--- src/rtl/serial_pkg.sv ---
// Shared serial definitions for the "Hello" detector.
//   byte_t      : 8-bit byte as moved between receiver and matcher
//   rx_state_e  : UART receiver FSM states
//   MESSAGE     : the constant sequence "Hello" (MSG_LEN characters, 'H' in the top byte)
//   msg_char()  : character of MESSAGE at a given index (0 = 'H')
package serial_pkg;

  typedef logic [7:0] byte_t;

  typedef enum logic [2:0] {
    IDLE      = 3'd0,
    START     = 3'd1,
    DATA      = 3'd2,
    STOP      = 3'd3,
    WAIT_IDLE = 3'd4
  } rx_state_e;

  localparam int MSG_LEN = 5;
  localparam logic [8*MSG_LEN-1:0] MESSAGE = "Hello";
  localparam byte_t CHAR_H = MESSAGE[8*MSG_LEN-1 -: 8];

  // Index 0 is the first character sent; out-of-range indices return 0.
  function automatic byte_t msg_char(input logic [2:0] idx);
    byte_t c;
    c = 8'h00;
    for (int k = 0; k < MSG_LEN; k++) begin
      if (idx == 3'(k)) c = MESSAGE[8*(MSG_LEN-1-k) +: 8];
    end
    return c;
  endfunction

endpackage

--- src/rtl/uart_rx.sv ---
// 8N1 UART receiver, LSB first, with a two-flop input synchronizer.
//   clk         : sole clock, rising edge
//   rst         : synchronous active-high reset
//   rx          : asynchronous serial line, idle high
//   data        : last correctly framed byte
//   valid       : one-cycle pulse when data is updated
//   frame_error : one-cycle pulse when the stop bit is sampled low
module uart_rx
  import serial_pkg::*;
#(
  parameter int CLOCKS_PER_BIT = 5
) (
  input  logic  clk,
  input  logic  rst,
  input  logic  rx,
  output byte_t data,
  output logic  valid,
  output logic  frame_error
);

  localparam int CNT_W = $clog2(CLOCKS_PER_BIT);
  localparam logic [CNT_W-1:0] HALF_LAST = CNT_W'(CLOCKS_PER_BIT / 2 - 1);
  localparam logic [CNT_W-1:0] BIT_LAST  = CNT_W'(CLOCKS_PER_BIT - 1);

  logic rx_meta_q, rx_sync_q, rx_prev_q;

  rx_state_e        state_q, state_d;
  logic [CNT_W-1:0] cnt_q, cnt_d;
  logic [2:0]       bit_q, bit_d;
  byte_t            shift_q, shift_d;
  byte_t            data_q, data_d;
  logic             valid_q, valid_d;
  logic             ferr_q, ferr_d;

  always_comb begin
    // NOTE: every variable gets a default before the case, so no path can infer a latch.
    state_d = state_q;
    cnt_d   = cnt_q;
    bit_d   = bit_q;
    shift_d = shift_q;
    data_d  = data_q;
    valid_d = 1'b0;
    ferr_d  = 1'b0;

    unique case (state_q)
      IDLE: begin
        // rx_prev_q is the synchronized line one cycle earlier: this is a falling edge.
        if (rx_prev_q && !rx_sync_q) begin
          state_d = START;
          cnt_d   = '0;
        end
      end

      START: begin
        if (cnt_q == HALF_LAST) begin
          cnt_d = '0;
          bit_d = '0;
          // Line back high at mid start bit means it was a glitch: drop it silently.
          state_d = rx_sync_q ? IDLE : DATA;
        end else begin
          cnt_d = cnt_q + 1'b1;
        end
      end

      DATA: begin
        if (cnt_q == BIT_LAST) begin
          cnt_d   = '0;
          shift_d = {rx_sync_q, shift_q[7:1]};
          if (bit_q == 3'd7) state_d = STOP;
          else               bit_d   = bit_q + 3'd1;
        end else begin
          cnt_d = cnt_q + 1'b1;
        end
      end

      STOP: begin
        if (cnt_q == BIT_LAST) begin
          cnt_d = '0;
          if (rx_sync_q) begin
            data_d  = shift_q;
            valid_d = 1'b1;
            state_d = IDLE;
          end else begin
            ferr_d  = 1'b1;
            state_d = WAIT_IDLE;
          end
        end else begin
          cnt_d = cnt_q + 1'b1;
        end
      end

      WAIT_IDLE: begin
        // A held-low break must not re-trigger: wait for the line to return high.
        if (rx_sync_q) state_d = IDLE;
      end

      default: state_d = IDLE;
    endcase
  end

  always_ff @(posedge clk) begin
    // NOTE: non-blocking assignments only, so every flop samples pre-edge values
    // regardless of statement order.
    if (rst) begin
      rx_meta_q <= 1'b1;
      rx_sync_q <= 1'b1;
      rx_prev_q <= 1'b1;
      state_q   <= IDLE;
      cnt_q     <= '0;
      bit_q     <= '0;
      shift_q   <= '0;
      data_q    <= '0;
      valid_q   <= 1'b0;
      ferr_q    <= 1'b0;
    end else begin
      rx_meta_q <= rx;
      rx_sync_q <= rx_meta_q;
      rx_prev_q <= rx_sync_q;
      state_q   <= state_d;
      cnt_q     <= cnt_d;
      bit_q     <= bit_d;
      shift_q   <= shift_d;
      data_q    <= data_d;
      valid_q   <= valid_d;
      ferr_q    <= ferr_d;
    end
  end

  assign data        = data_q;
  assign valid       = valid_q;
  assign frame_error = ferr_q;

endmodule

--- src/rtl/hello_detect.sv ---
// Detects the byte sequence "Hello" on a UART line and counts detections.
//   clk         : sole clock, rising edge
//   rst         : synchronous active-high reset
//   rx          : asynchronous serial line, idle high, 8N1, LSB first
//   rx_data     : last correctly framed byte
//   rx_valid    : one-cycle pulse when rx_data is updated
//   frame_error : one-cycle pulse when a stop bit is sampled low
//   detected    : one-cycle pulse the cycle after the final 'o' is received
//   match_count : number of detections, saturating at 255
//   receiving   : high while the matcher is partway through the sequence
module hello_detect
  import serial_pkg::*;
#(
  parameter int CLOCK_RATE     = 5,
  parameter int BAUD_RATE      = 1,
  parameter int CLOCKS_PER_BIT = CLOCK_RATE / BAUD_RATE
) (
  input  logic       clk,
  input  logic       rst,
  input  logic       rx,
  output logic [7:0] rx_data,
  output logic       rx_valid,
  output logic       frame_error,
  output logic       detected,
  output logic [7:0] match_count,
  output logic       receiving
);

  localparam logic [2:0] LAST_IDX = 3'(MSG_LEN - 1);

  byte_t      byte_w;
  logic       valid_w, ferr_w;

  logic [2:0] idx_q, idx_d;
  logic       det_q, det_d;
  logic [7:0] count_q, count_d;

  uart_rx #(
    .CLOCKS_PER_BIT(CLOCKS_PER_BIT)
  ) u_rx (
    .clk        (clk),
    .rst        (rst),
    .rx         (rx),
    .data       (byte_w),
    .valid      (valid_w),
    .frame_error(ferr_w)
  );

  always_comb begin
    idx_d   = idx_q;
    det_d   = 1'b0;
    count_d = count_q;

    if (ferr_w) begin
      idx_d = '0;
    end else if (valid_w) begin
      if (byte_w == msg_char(idx_q)) begin
        if (idx_q == LAST_IDX) begin
          idx_d = '0;
          det_d = 1'b1;
        end else begin
          idx_d = idx_q + 3'd1;
        end
      end else begin
        // "Hello" has no internal repeats, so the only useful fallback is a fresh 'H'.
        idx_d = (byte_w == CHAR_H) ? 3'd1 : 3'd0;
      end
    end

    if (det_d && count_q != 8'hFF) count_d = count_q + 8'd1;
  end

  always_ff @(posedge clk) begin
    if (rst) begin
      idx_q   <= '0;
      det_q   <= 1'b0;
      count_q <= '0;
    end else begin
      idx_q   <= idx_d;
      det_q   <= det_d;
      count_q <= count_d;
    end
  end

  assign rx_data     = byte_w;
  assign rx_valid    = valid_w;
  assign frame_error = ferr_w;
  assign detected    = det_q;
  assign match_count = count_q;
  assign receiving   = (idx_q != 3'd0);

endmodule

--- config.mk ---
export PLATFORM = sky130hd
export DESIGN_NAME = hello_detect
export DESIGN_NICKNAME = d
export VERILOG_FILES = /design/src/rtl/serial_pkg.sv /design/src/rtl/uart_rx.sv /design/src/rtl/hello_detect.sv
export SDC_FILE = /design/constraint.sdc
export NUM_CORES = 1
export LEC_CHECK = 0
export ABC_AREA = 1
export CAP_MARGIN = 20
export CORE_MARGIN = 10
export CORE_UTILIZATION = 59
export CTS_CLUSTER_DIAMETER = 150
export CTS_CLUSTER_SIZE = 40
export DETAILED_ROUTE_END_ITERATION = 10
export PLACE_DENSITY = 0.83
export SETUP_SLACK_MARGIN = 0.02
export SYNTH_ARGS = -nofsm -noshare
export SYNTH_HDL_FRONTEND = slang
export SYNTH_SLANG_ARGS = --single-unit
--- constraint.sdc ---
create_clock -name clk -period 2.8 [get_ports clk]
set_input_delay 0.42 -clock clk [delete_from_list [all_inputs] [get_ports clk]]
set_output_delay 0.42 -clock clk [all_outputs]
set_load 0.005 [all_outputs]
==> out/results.ini, run 1 <==
[status]
status=completed

[placement]
place_hpwl_um=3180
place.gp.congestion=0.830
portBuffers=22
post_dp_cell_area_mm2=0.00227
post-place-ws_ns=0.697

[setup_path]
start_kind=flip-flop
regToRegSetupSlack_ns=0.69
cp_max_fo=5
end_kind=primary output
cp.required_ns=2.38
crit_type=reg2out
arrival_ns=1.77

[drt]
dr.pass1.iters=4
wl_per_cell_um=11.9
vias=1870
totalWireLength_um=4230
via_per_inst=5.28
postRouteAntennaNets=0
drcViolationCount=0
drt_iter0_drc=74

[timing]
max_freq_mhz=456
setup_tns_ns=0
finalCriticalPeriod_ns=2.19
setup_viol=0
worst_pin_slew_ns=0.613
drv_slew=0
finalCritPeriodShare_pct=78.3
rsz0062_at_grt=false
hold_viol_final=0
slew_headroom_pct=59.0
fin_ws_ns=0.608
skew_ns=0.0175
finalHoldWorstSlack_ns=0.427

[grt]
grt_max_degree=18
grt.total_usage_pct=14.3
antenna_found_initial=0
grt_pass1_vias=1649
overflow=0
grt_pass1_wl_um=7260

[clock_tree]
insertion_delay_ns=0.37
cts.sinks=42
numCtsBuffers=5
clock-root-buffer=clkbuf_4
htree_levels=2
cts-resized-gates=0
cts_tree=built
clk_pin_slew_ns=0.14
ctsHoldBuffers=0
cts_buffer_depth=2
post_cts.repair.setup_buffers=0

[die]
io-pin-count=23
die_area_mm2=0.00613
fp.dieW_um=78.3
die_y_um=78.3
core_area_mm2=0.00331
rows=21
start_util_pct=60.6

[layout]
fin_area_mm2=0.00233
drive_gt1_share_pct=6.17
diodes=0
area_delta_synth_final_pct=16.2
final_nets=321

[hold_path]
hold_path.class=reg2reg

[flow_run]
cap_violations=0

[synthesis]
synthCells=282
ys_seq_area_share_pct=41.9
async_flop_share_pct=0
synth-edff-count=0
synthDistinctLibCells=28
ys.flop_type=dfxtp_1
syn_area_mm2=0.00201
synth_area_per_cell_um2=7.11
synth_fp_nets=296
yosys_register_bits=42
yosys_warnings=0

[power_and_ir_drop]
powerDensity_mw_per_mm2=496
ir_worst_vdd_uv=430
p_leak_nw=1.05

metrics by stage:
stage / total power [mW] / instances / utilization [%]
final: 1.16 / 354 / 70.4
after CTS: 1.16 / 354 / 70.4
after floorplan: 0.805 / 282 / -
after global routing: 1.22 / 354 / 70.4
after detailed placement: 0.845 / 346 / 68.5
after global placement: 0.840 / 346 / 68.5
registers in the layout, summed over array words and instances, names as in the netlist:
name and flops:
u_rx.data 8, detected 1, u_rx.rx_sync_q 1, u_rx.frame_error 1, u_rx.valid 1, u_rx.shift_q 8, u_rx.state_q 3, match_count 8
u_rx.bit_q 3, u_rx.rx_meta_q 1, idx_q 3, u_rx.rx_prev_q 1, u_rx.cnt_q 3
logic make-up after synthesis:
family / share of synthesized area [%]
compound gates: 14.8
buf+inv: 9.23
flops: 41.9
fa+ha+maj: 6.86
simple gates: 27.2
placed cells by master (no fill, tap or decap):
| master | instances |
|---|---|
| a211oi_1 | 4 |
| o21ai_2 | 1 |
| ha_1 | 11 |
| nand3_1 | 21 |
| a21oi_1 | 23 |
| dfxtp_1 | 42 |
| clkinvlp_4 | 1 |
| clkinv_1 | 1 |
| a31oi_1 | 1 |
| buf_4 | 2 |
| nand2_1 | 49 |
| clkbuf_8 | 1 |
| nor2_2 | 1 |
| clkinv_2 | 1 |
| inv_2 | 1 |
| clkdlybuf4s50_1 | 22 |
| inv_1 | 39 |
| nor3_1 | 5 |
| o22ai_1 | 1 |
| nand3_2 | 1 |
| nor2_4 | 1 |
| or2_2 | 3 |
| o21ai_1 | 1 |
| nor2_1 | 41 |
| o21ai_0 | 22 |
| nand2_2 | 1 |
| clkbuf_4 | 5 |
| nor4_1 | 1 |
| a21boi_0 | 1 |
| o211ai_1 | 1 |
| nand4_1 | 3 |
critical path, stage by stage, from the launching register on:
cell,delay [ns]
dfxtp_1,0.44
inv_1,0.12
ha_1,0.28
nand2_1,0.09
clkdlybuf4s50_1,0.49
worst paths after layout:
path / startpoint / end / cells past startpoint
worst max register to register: idx_q[0] / match_count[5] / 13
worst min-delay path: u_rx.rx_meta_q / u_rx.rx_sync_q / 1
worst max-delay path: idx_q[0] / receiving / 4
worst min register to register: u_rx.rx_meta_q / u_rx.rx_sync_q / 1
cells in the mapped netlist (3+ instances only):
| cell type | n | area (um^2) |
|---|---|---|
| nand2_1 | 49 | 184 |
| dfxtp_1 | 42 | 841 |
| nor2_1 | 41 | 154 |
| inv_1 | 39 | 146 |
| a21oi_1 | 23 | 115 |
| o21ai_0 | 22 | 110 |
| nand3_1 | 21 | 105 |
| ha_1 | 11 | 138 |
| nor3_1 | 5 | 25.0 |
| a211oi_1 | 4 | 30.0 |
| clkbuf_1 | 4 | 15.0 |
| nand4_1 | 3 | 18.8 |
| or2_2 | 3 | 18.8 |
where the power goes:
group	internal, mW	switching (mW)
combinational	0.0695	0.124
clock	0.121	0.203
sequential	0.621	0.0173
metal layers:
layer  vias to the layer above  part of all wire [%]  track usage (%)
li1                        965                     -                -
met1                       847                    43             16.0
met2                        52                    47             23.1
met3                         6                   8.1             6.15
met4                         0                   1.4             6.27
met5                         -                     0                0
layout make-up:
cell class                 instances  area [um^2]
multi-input combinational        193          980
fill                             303          980
sequential                        42          841
timing repair buffer              24          235
inverter                          41          154
tap                               46         57.6
clock buffer                       6         51.3
clock inverter                     2         12.5
Note: power is estimated with default switching activity, not from simulation.
==> inputs of run 2 (changes only) <==
- CORE_UTILIZATION: 59 -> 55
- PLACE_DENSITY: 0.83 -> 0.78
- clock period: 2.8 -> 2.2 ns (I/O delays scaled with it)
==> out/results.ini, run 2 (synthesis results as in run 1) <==
[status]
status=completed

[drt]
vias=1844  ; -1.4%
postRouteAntennaNets=0  ; unchanged
via_per_inst=5.11  ; -3.3%
drcViolationCount=0  ; unchanged
wl_per_cell_um=11.7  ; -1.8%
drt_iter0_drc=149  ; +100%
totalWireLength_um=4230  ; about the same
dr.pass1.iters=4  ; unchanged

[setup_path]
r2r-start=idx_q[0]
regToRegSetupSlack_ns=0.19  ; -0.50 ns
crit_slowest_cell=dfxtp_4
critical_path.cell_chain=ha_1, ha_1, inv_2, nand3_1, nand3_1, nand2_1, nor2_2, nand3_2, nor2_4, buf_4, nand3_1, nand2_1, nor2_1
reg2reg_depth=13  ; unchanged
cp-startpoint=idx_q[0]
arrival_ns=2.19  ; +0.42 ns
r2r-end=match_count[2]
cp.depth=13  ; +9
start_kind=flip-flop
path_buf_inv=2  ; unchanged
crit_type=reg2reg
cp.required_ns=2.39  ; about the same
end_kind=flip-flop
critPathTopFamily=simple AND/OR/NAND/NOR gates
crit_end=match_count[2]
critPathMostFrequentCell=nand3_1
cp_max_fo=8  ; +3
max_stage_delay_ns=0.37  ; -0.12 ns

[grt]
grt_max_degree=31  ; +13
grt_pass1_wl_um=7080  ; -2.5%
grt.total_usage_pct=13.4  ; -0.82 points
antenna_found_initial=0  ; unchanged
grt_pass1_vias=1687  ; +2.3%
overflow=0  ; unchanged

[flow_run]
cap_violations=0  ; unchanged

[timing]
rsz0062_at_grt=true
skew_ns=0.0110  ; -0.00654 ns
finalCriticalPeriod_ns=2.01
drv_slew=0  ; unchanged
worst_pin_slew_ns=0.461  ; -0.152 ns
finalCritPeriodShare_pct=91.1
slew_headroom_pct=69.1  ; +10 points
fin_ws_ns=0.195  ; -0.413 ns
max_freq_mhz=499
setup_viol=0  ; unchanged
hold_viol_final=0  ; unchanged

[die]
core_area_mm2=0.00344  ; +4.0%
io-pin-count=23  ; unchanged
start_util_pct=58.3  ; -2.3 points
die_area_mm2=0.00646  ; +5.4%
die_y_um=80.4  ; +2.7%
fp.dieW_um=80.4  ; +2.7%
rows=21  ; unchanged

[power_and_ir_drop]
ir_worst_vdd_uv=395  ; -8.0%
power_mw=1.58  ; +36%
p_leak_nw=1.10  ; +5.0%
powerDensity_mw_per_mm2=645  ; +30%

[clock_tree]
cts.sinks=42  ; unchanged
insertion_delay_ns=0.30  ; -0.07 ns
htree_levels=2  ; unchanged
numCtsBuffers=5  ; unchanged
clock-root-buffer=clkbuf_8
cts_buffer_depth=2  ; unchanged
cts_tree=built
ctsHoldBuffers=0  ; unchanged
clk_pin_slew_ns=0.08  ; -0.06 ns

[placement]
place.gp.congestion=0.820  ; -1.2%
post_dp_cell_area_mm2=0.00229  ; +0.99%
place_inst=349  ; +0.87%
place_hpwl_um=3050  ; -3.9%
portBuffers=22  ; unchanged
post-place-ws_ns=0.104  ; -0.594 ns

[layout]
diodes=0  ; unchanged
final_core_util_pct=71.0  ; +0.55 points
mostFrequentLayoutCells=nand2_1, nor2_1, dfxtp_1
final_common_cell=nand2_1
drive_gt1_share_pct=11.1  ; +4.9 points
fin_area_mm2=0.00244  ; +4.8%
fillerInstances=286  ; -5.6%
final_nets=328  ; +2.2%
area_delta_synth_final_pct=21.8
fin_cells=361  ; +2.0%

[hold_path]
hold_depth=1  ; unchanged
hold_path.class=reg2reg

[run 2: power by group]
group,total (mW),internal (mW),switching (mW)
Sequential,0.809,0.787,0.0218
Combinational,0.248,0.0888,0.159
Clock,0.519,0.252,0.266
[run 2: timing repair]
item                                    CTS  global route
gates resized for setup                   0            12
endpoints found under the setup margin    0             7
setup buffers                             0             4
[run 2: worst register-to-register path: stages, from the launching register on]
cell and delay [ns]:
dfxtp_4 0.37, ha_1 0.19, ha_1 0.20, inv_2 0.08
nand3_1 0.10, nand3_1 0.08, nand2_1 0.06, nor2_2 0.14
nand3_2 0.13, nor2_4 0.22, buf_4 0.16, nand3_1 0.06
nand2_1 0.08, nor2_1 0.04
[run 2: layer usage]
| layer | wire, um | vias up | part of all wire (%) | GRT usage, % |
|---|---|---|---|---|
| li1 | - | 973 | - | - |
| met1 | 1940 | 826 | 46 | 15.3 |
| met2 | 1980 | 38 | 47 | 22.4 |
| met3 | 259 | 7 | 6.1 | 4.90 |
| met4 | 52 | 0 | 1.2 | 4.93 |
| met5 | 0 | - | 0 | 0 |
[run 2: worst min path at each step]
stage | start | to | slack, ns
after floorplan | u_rx.rx_meta_q | u_rx.rx_sync_q | 0.39
after global placement | u_rx.rx_meta_q | u_rx.rx_sync_q | 0.39
after detailed placement | u_rx.rx_meta_q | u_rx.rx_sync_q | 0.40
after CTS | u_rx.rx_meta_q | u_rx.rx_sync_q | 0.42
after global routing | u_rx.rx_meta_q | u_rx.rx_sync_q | 0.42
final | u_rx.rx_meta_q | u_rx.rx_sync_q | 0.42
[run 2: layout make-up]
type                            count  area (um^2)  area share [%]
Clock buffer                        6         82.6            3.38
Multi-Input combinational cell    193         1000            40.9
Inverter                           41          154            6.30
Tap cell                           46         57.6            2.36
Timing Repair Buffer               31          288            11.8
Clock inverter                      2         12.5           0.512
Sequential cell                    42          848            34.7
[run 2: per-stage QoR]
| stage | TNS, ns | hold slack (ns) |
|---|---|---|
| finish | 0 | 0.421 |
| global route | -0.00294 | 0.423 |
| CTS | 0 | 0.418 |
| detailed placement | 0 | 0.395 |
| global placement | 0 | 0.392 |
| floorplan | 0 | 0.389 |
==> inputs of run 3 (changes only) <==
- SKIP_LAST_GASP: default -> 1
==> results of run 3 <==
Final layout, timing and power as in run 2 (identical DEF).
